File: src/rtl/fft_frame_arbiter.sv
// Frame-granular round-robin arbiter that time-shares one serial FFT datapath
// between NCH window sources, running FRAMES_PER_CH frames per channel per trigger.
module fft_frame_arbiter #(
  parameter int NCH           = 4,
  parameter int DW            = 32,
  parameter int FRAME_LEN     = 512,
  parameter int FRAMES_PER_CH = 25
) (
  input  logic                   clk,
  input  logic                   arstn,
  input  logic                   trigger,
  input  logic [NCH*DW-1:0]      in_data,
  input  logic [NCH-1:0]         in_last,
  input  logic [NCH-1:0]         in_valid,
  output logic [NCH-1:0]         in_ready,
  output logic [DW-1:0]          out_data,
  output logic                   out_last,
  output logic                   out_valid,
  input  logic                   out_ready,
  output logic [$clog2(NCH)-1:0] out_chan,
  output logic                   active,
  output logic                   done,
  output logic                   frame_err
);
  localparam int CW  = $clog2(NCH);
  localparam int FCW = $clog2(FRAMES_PER_CH + 1);
  localparam int BCW = (FRAME_LEN > 1) ? $clog2(FRAME_LEN) : 1;
  localparam logic [BCW-1:0] LAST_IDX   = BCW'(FRAME_LEN - 1);
  localparam logic [FCW-1:0] FRAMES_MAX = FCW'(FRAMES_PER_CH);

  typedef enum logic [1:0] {S_IDLE, S_ARB, S_XFER} state_t;

  state_t         r_state;
  state_t         w_state_nxt;
  logic [CW-1:0]  r_grant;
  logic [CW-1:0]  r_rr_ptr;
  logic [FCW-1:0] r_frame_cnt [NCH];
  logic [BCW-1:0] r_beat_cnt;
  logic           r_frame_err;

  logic [NCH-1:0] w_eligible;
  logic           w_any_elig;
  logic           w_hi_found;
  logic [CW-1:0]  w_hi_sel;
  logic [CW-1:0]  w_lo_sel;
  logic [CW-1:0]  w_sel;
  logic [CW-1:0]  w_next_ptr;
  logic           w_xfer;
  logic           w_beat;

  always_comb begin
    for (int c = 0; c < NCH; c++) begin
      w_eligible[c] = (r_frame_cnt[c] < FRAMES_MAX);
    end
  end

  assign w_any_elig = |w_eligible;

  // Lowest eligible index at/above rr_ptr wins; otherwise wrap to lowest eligible overall.
  always_comb begin
    w_hi_found = 1'b0;
    w_hi_sel   = '0;
    w_lo_sel   = '0;
    for (int c = NCH - 1; c >= 0; c--) begin
      if (w_eligible[c]) begin
        w_lo_sel = CW'(c);
        if (CW'(c) >= r_rr_ptr) begin
          w_hi_found = 1'b1;
          w_hi_sel   = CW'(c);
        end
      end
    end
    w_sel = w_hi_found ? w_hi_sel : w_lo_sel;
  end

  assign w_next_ptr = (r_grant == CW'(NCH - 1)) ? '0 : r_grant + CW'(1);
  assign w_xfer     = (r_state == S_XFER);

  always_comb begin
    out_data  = '0;
    out_last  = 1'b0;
    out_valid = 1'b0;
    in_ready  = '0;
    for (int c = 0; c < NCH; c++) begin
      if (w_xfer && (r_grant == CW'(c))) begin
        out_data    = in_data[c*DW +: DW];
        out_last    = in_last[c];
        out_valid   = in_valid[c];
        in_ready[c] = out_ready;
      end
    end
  end

  assign w_beat    = out_valid && out_ready;
  assign out_chan  = r_grant;
  assign active    = (r_state != S_IDLE);
  assign frame_err = r_frame_err;

  always_comb begin
    w_state_nxt = r_state;
    done        = 1'b0;
    unique case (r_state)
      S_IDLE: if (trigger) w_state_nxt = S_ARB;
      S_ARB: begin
        if (w_any_elig) begin
          w_state_nxt = S_XFER;
        end else begin
          done        = 1'b1;
          w_state_nxt = S_IDLE;
        end
      end
      S_XFER: if (w_beat && out_last) w_state_nxt = S_ARB;
      default: w_state_nxt = S_IDLE;
    endcase
  end

  always_ff @(posedge clk or negedge arstn) begin
    if (!arstn) begin
      r_state     <= S_IDLE;
      r_grant     <= '0;
      r_rr_ptr    <= '0;
      r_beat_cnt  <= '0;
      r_frame_err <= 1'b0;
      for (int c = 0; c < NCH; c++) r_frame_cnt[c] <= '0;
    end else begin
      r_state <= w_state_nxt;
      if ((r_state == S_IDLE) && trigger) begin
        r_frame_err <= 1'b0;
        for (int c = 0; c < NCH; c++) r_frame_cnt[c] <= '0;
      end
      if ((r_state == S_ARB) && w_any_elig) r_grant <= w_sel;
      if (w_beat) begin
        if (out_last) begin
          for (int c = 0; c < NCH; c++) begin
            if (r_grant == CW'(c)) r_frame_cnt[c] <= r_frame_cnt[c] + FCW'(1);
          end
          r_rr_ptr   <= w_next_ptr;
          r_beat_cnt <= '0;
          if (r_beat_cnt != LAST_IDX) r_frame_err <= 1'b1;
        end else if (r_beat_cnt == LAST_IDX) begin
          // Over-long frame: flag it and hold the count; only tlast ends the frame.
          r_frame_err <= 1'b1;
        end else begin
          r_beat_cnt <= r_beat_cnt + BCW'(1);
        end
      end
    end
  end

endmodule

File: config.mk
export PLATFORM = sky130hd
export DESIGN_NAME = fft_frame_arbiter
export DESIGN_NICKNAME = d
export VERILOG_FILES = /design/src/rtl/fft_frame_arbiter.sv
export SDC_FILE = /design/constraint.sdc
export NUM_CORES = 1
export LEC_CHECK = 0
export BUFFER_PORTS_ARGS = -buffer_cell sky130_fd_sc_hd__buf_2
export CORE_MARGIN = 3
export CORE_UTILIZATION = 31
export DETAILED_ROUTE_END_ITERATION = 8
export PLACE_DENSITY = 0.57
export SETUP_SLACK_MARGIN = 0.05
export SYNTH_ARGS = -nofsm -noshare
export SYNTH_HDL_FRONTEND = slang
export SYNTH_SLANG_ARGS = --single-unit
File: constraint.sdc
create_clock -name clk -period 5 [get_ports clk]
set_input_delay 1 -clock clk [delete_from_list [all_inputs] [get_ports clk]]
set_output_delay 1 -clock clk [all_outputs]
set_load 0.02 [all_outputs]
==> impl_metrics.json, run 1 <==
{
  "cts_tree": "done",
  "postCtsSetupBuffers": 0,
  "skew_ns": 0.00483,
  "synth_fa_ha_area_share_pct": 4.59,
  "period_share_pct": 78.9,
  "wl_met1_um": 4500,
  "wl_per_cell_um": 16.0,
  "grt_pass1_vias": 3243,
  "fillers": 964,
  "slew_headroom_pct": 16.1,
  "firstDrtPassIters": 4,
  "worstSetupEndpointType": "primary output",
  "synth.area.mux_share_pct": 4.17,
  "dp_slack_ns": 1.32,
  "finalSetupTns_ns": 0,
  "criticalPathCategory": "flip-flop to primary output",
  "fin_util_pct": 43.4,
  "synth_edf_count": 0,
  "antenna_found_initial": 0,
  "mostFrequentLayoutCells": "182 x buf_2, 62 x nand2_1, 47 x o21ai_0",
  "p_leak_uw": 0.00203,
  "layout_setup_ws_ns": 1.05,
  "die_y_um": 104,
  "synth_ff_type": "dfrtp_1",
  "synth-seq-cells": 36,
  "hold_depth": 1,
  "seq_area_frac_synth_pct": 30.0,
  "worstHoldPathType": "flip-flop to flip-flop",
  "syn_inst": 403,
  "grtUsageTotal_pct": 19.3,
  "ir_drop_uv": 222,
  "clock_path_buffers": 2,
  "synth-simple-area-share_pct": 24.0,
  "vias": 3569,
  "cp_data_required_time_ns": 4.00,
  "ant_nets": 0,
  "worstPathMaxFanout": 33,
  "dieWidth_um": 104,
  "slew_violations": 0,
  "grt_pass1_wl_um": 17000,
  "hold_viol_final": 0,
  "cts_resized": 0,
  "drc": 0,
  "gp_congestion": 0.854,
  "rsz0062_at_grt": "no",
  "synth_xor_area_share_pct": 0.584,
  "synthArstFlopShare_pct": 100,
  "topRoutingLayerUsed": "met4",
  "fp.coreArea_sq_um": 9330,
  "critical-path-slowest-cell": "and3b_1",
  "clk_pin_slew_ns": 0.07,
  "post-route-min-period_ns": 3.95,
  "worst_pin_slew_ns": 1.26,
  "seqCellArea_sq_um": 901,
  "diodes": 0,
  "syn_area_per_cell_sq_um": 7.45,
  "clkLatencyLatePin_ns": 0.28,
  "cts-buffers-inserted": 5,
  "post-dp-hpwl_um": 8640,
  "dieArea_sq_um": 10900,
  "yosysWarnings": 0,
  "row_count": 35,
  "syn_nets": 554,
  "grt_max_degree": 66,
  "finalWirelength_um": 11100,
  "synth-compound-area-share_pct": 31.0,
  "status": "complete, no violations",
  "synth_area_sq_um": 3000,
  "cts.sinks": 36,
  "grt.overflow.total": 0,
  "met3_length_um": 711,
  "critPathArrivalTime_ns": 2.95,
  "port_buffers": 182,
  "drive_above_1_share_pct": 35.5,
  "wl_met2_um": 5620,
  "cts_root_buf": "clkbuf_8",
  "r2r_cells": 11,
  "nNetsFinal": 716,
  "ys_types": 44,
  "drtIter0Drc": 227,
  "initial_core_util_pct": 32.2,
  "hold_buffers": 0,
  "avgViaCountPerCell": 5.14,
  "layout_commonest_cell": "buf_2",
  "pwr_density_cell_nw_per_um2": 413,
  "path_cells": "inv_1, ha_1, and3b_1, a22oi_1, nor2_1, a21oi_1, o21ai_0, buf_2",
  "boundaryPins": 183,
  "crit_path_start_kind": "flip-flop",
  "max_freq_mhz": 253,
  "finalSetupViolCount": 0,
  "multi_input_area_sq_um": 1930,
  "cts_max_level": 2,
  "synth_top_family_by_area": "compound AO/OA/AOI/OAI gates",
  "finalPower_uw": 1670,
  "max_stage_delay_ns": 1.03,
  "area_growth_pct": 34.8,
  "maxCapViolCount": 0
}
final timing paths:
| kind | from | end | slack, ns |
|---|---|---|---|
| max reg2reg | out_chan[0]$_DFFE_PN0P_ | r_beat_cnt[0]$_DFFE_PN0P_ | 1.47 |
| min in group asynchronous | arstn | r_frame_cnt[13]$_DFF_PN0_ | 0.80 |
| max in group asynchronous | arstn | r_frame_cnt[0]$_DFF_PN0_ | 3.69 |
| min reg2reg | r_frame_cnt[14]$_DFF_PN0_ | r_frame_cnt[14]$_DFF_PN0_ | 0.48 |
| min | r_frame_cnt[14]$_DFF_PN0_ | r_frame_cnt[14]$_DFF_PN0_ | 0.48 |
| max | out_chan[1]$_DFFE_PN0P_ | out_data[16] | 1.05 |
registers in the layout, summed over array words and instances, names as in the netlist:
register / cells
frame_err: 1
r_state: 2
r_frame_cnt: 20
r_beat_cnt: 9
out_chan: 2
r_rr_ptr: 2
Yosys cell counts, drive strengths merged, types with 5 or more instances:
cell type / n / area (sq um)
nand2: 62 / 233
o21ai: 49 / 245
nor2: 44 / 170
a21oi: 39 / 195
dfrtp: 36 / 901
a22oi: 32 / 240
clkbuf: 20 / 75.1
ha: 11 / 138
a22o: 9 / 78.8
buf: 9 / 60.1
nand3: 9 / 45.0
inv: 8 / 32.5
mux2i: 8 / 80.1
and3: 6 / 37.5
nand4: 6 / 37.5
o31ai: 6 / 45.0
or4: 6 / 45.0
a21o: 5 / 37.5
worst max-delay path: cells and delay by family, from the launching register on:
kind	cells	cell delay, ns
compound gates	3	0.47
fa+ha+maj	1	0.25
buf+inv	2	0.31
flops	1	0.43
simple gates	2	1.18
through the flow:
stage	hold WS, ns	area [sq um]	instances
after floorplan	0.449	3000	403
after global placement	0.471	3960	687
after detailed placement	0.476	3960	687
after CTS	0.485	4050	695
after global routing	0.501	4050	695
final	0.482	4050	695
kinds of logic (layout without fill, tap and decap cells):
group           after synthesis  in the layout
fa+ha+maj                    11             11
simple gates                155            155
mux                          12             12
compound gates              150            150
flops                        36             36
xor+xnor                      2              2
buf+inv                      37            200
where the power goes:
part	leakage, uW	internal, uW	switching (uW)	total (uW)
Sequential	0.000488	331	48.3	379
Clock	0.0000455	112	99.8	212
Combinational	0.00150	374	707	1080
layout make-up:
type / instances / share of cell area, %
inverters: 8 / 0.804
clock buffers: 8 / 2.23
repair buffers: 184 / 22.9
flip-flops and latches: 36 / 22.3
multi-input cells: 330 / 47.8
well taps: 129 / 3.99
routing by layer:
layer	track usage, %	vias to the layer above
li1	-	1794
met1	22.7	1641
met2	34.7	120
met3	3.85	14
met4	6.17	0
met5	0	-
Power figures use the tool's default switching activity.
==> run 2: changes to the inputs <==
- clock period: 5 -> 3.7 ns (I/O delays scaled with it)
==> impl_metrics.json, run 2 (synthesized netlist as in run 1, its figures left out) <==
{
  "worst_pin_slew_ns": 0.808,
  "crit_path_start_kind": "flip-flop",
  "clockPowerShare_pct": 12.7,
  "p_leak_uw": 0.00206,
  "gp_congestion": 0.840,
  "internal_power_uw": 1130,
  "diodes": 0,
  "grtUsageMet1_pct": 23.5,
  "critPathArrivalTime_ns": 2.49,
  "avgViaCountPerCell": 5.24,
  "criticalPathCategory": "flip-flop to primary output",
  "port_buffers": 182,
  "fp.coreArea_sq_um": 9330,
  "top_regs": "r_frame_cnt: 20 flops, r_beat_cnt: 9 flops",
  "dp_slack_ns": 0.757,
  "cts.sinks": 36,
  "gr-usage-met2_pct": 35.5,
  "switching_share_pct": 51.0,
  "vias": 3669,
  "finalSetupTns_ns": 0,
  "worstSetupEndpointType": "primary output",
  "cts_resized": 0,
  "clkLatencyLatePin_ns": 0.29,
  "skew_ns": 0.00607,
  "firstDrtPassIters": 4,
  "seqCellArea_sq_um": 901,
  "ir_drop_uv": 326,
  "p_switching_uw": 1170,
  "status": "complete, no violations",
  "hold_viol_final": 0,
  "postCtsSetupBuffers": 0,
  "drive_above_1_share_pct": 36.4,
  "grt_max_degree": 41,
  "worstPathMaxFanout": 32,
  "worstHoldPathType": "flip-flop to flip-flop",
  "antenna_found_initial": 0,
  "busiest_layer": "met2",
  "mostFrequentLayoutCells": "182 x buf_2, 62 x nand2_1, 47 x o21ai_0",
  "hold_buffers": 0,
  "die_y_um": 104,
  "layout_setup_ws_ns": 0.473,
  "cts_max_level": 2,
  "post-route-min-period_ns": 3.23,
  "drc": 0,
  "multi_input_area_sq_um": 1930,
  "cts_tree": "done",
  "hp-start": "r_frame_cnt[9]$_DFF_PN0_",
  "slew_violations": 0,
  "fillers": 979,
  "layout_commonest_cell": "buf_2",
  "finalPower_uw": 2290,
  "finalSetupViolCount": 0,
  "wl_per_cell_um": 15.7,
  "clk_pin_slew_ns": 0.08,
  "initial_core_util_pct": 32.2,
  "row_count": 35,
  "pwr_density_cell_nw_per_um2": 560,
  "reg2reg_from": "out_chan[0]$_DFFE_PN0P_",
  "area_growth_pct": 36.6,
  "boundaryPins": 183,
  "regMostFlops": "r_frame_cnt",
  "ant_nets": 0,
  "max_freq_mhz": 310,
  "grt_pass1_wl_um": 17400,
  "post-dp-hpwl_um": 8730,
  "maxCapViolCount": 0,
  "slew_headroom_pct": 46.1,
  "cp_data_required_time_ns": 2.96,
  "dieArea_sq_um": 10900,
  "power_frac_comb_pct": 65.1,
  "dieWidth_um": 104,
  "finalWirelength_um": 11000,
  "nNetsFinal": 721,
  "period_share_pct": 87.2,
  "largest_reg_flops": 20,
  "drtIter0Drc": 413,
  "clock_path_buffers": 2,
  "grtUsageTotal_pct": 19.4,
  "grt_pass1_vias": 3393,
  "rsz0062_at_grt": "no",
  "cts_root_buf": "clkbuf_8",
  "cts-buffers-inserted": 5,
  "crit_start": "out_chan[0]$_DFFE_PN0P_",
  "seq_power_share_pct": 22.2,
  "grt.overflow.total": 0,
  "met3_usage_pct": 3.85
}
[run 2: cell type report]
cell class | instances | share of cell area, %
Clock buffer | 6 | 2.02
Multi-Input combinational cell | 330 | 47.2
Sequential cell | 36 | 22.0
Timing Repair Buffer | 189 | 23.8
Clock inverter | 2 | 0.244
Tap cell | 129 | 3.94
Inverter | 8 | 0.794
[run 2: per-stage QoR]
| step | utilization (%) | instances | hold WS (ns) | instance area (sq um) |
|---|---|---|---|---|
| after CTS | 43.9 | 700 | 0.486 | 4100 |
| after global routing | 43.9 | 700 | 0.517 | 4100 |
| after floorplan | - | 403 | 0.444 | 3000 |
| after detailed placement | 42.9 | 692 | 0.476 | 4010 |
| after global placement | 42.9 | 692 | 0.474 | 4010 |
| final | 43.9 | 700 | 0.486 | 4100 |
[run 2: worst paths after layout]
kind / endpoint / cells past startpoint / slack [ns]
setup / recovery: out_data[31] / 9 / 0.47
hold / removal: r_frame_cnt[9]$_DFF_PN0_ / 1 / 0.49
setup reg to reg: r_beat_cnt[0]$_DFFE_PN0P_ / 8 / 0.75
hold reg to reg: r_frame_cnt[9]$_DFF_PN0_ / 1 / 0.49
max in group asynchronous: r_frame_cnt[15]$_DFF_PN0_ / 1 / 2.65
min in group asynchronous: r_frame_cnt[1]$_DFF_PN0_ / 1 / 0.54
[run 2: worst max-delay path, cell delays in order (launching register included)]
cell and delay, ns:
dfrtp_1 0.44, inv_1 0.11, ha_1 0.31, and4bb_1 0.26
buf_4 0.34, a22oi_1 0.16, nor2_1 0.18, a21oi_1 0.05
o21ai_0 0.13, buf_2 0.19
[run 2: power groups by stage]
stage / Combinational [uW] / Clock (uW) / Sequential [uW]
floorplan: 1020 / 0 / 515
global placement: 1490 / 0 / 513
detailed placement: 1510 / 0 / 516
CTS: 1510 / 298 / 509
global route: 1650 / 325 / 522
finish: 1490 / 291 / 511
[run 2: metal layers]
metal  routed length [um]  part of all wire [%]
met1                 4390                    40
met2                 5680                    52
met3                  763                   6.9
met4                  167                   1.5
met5                    0                     0
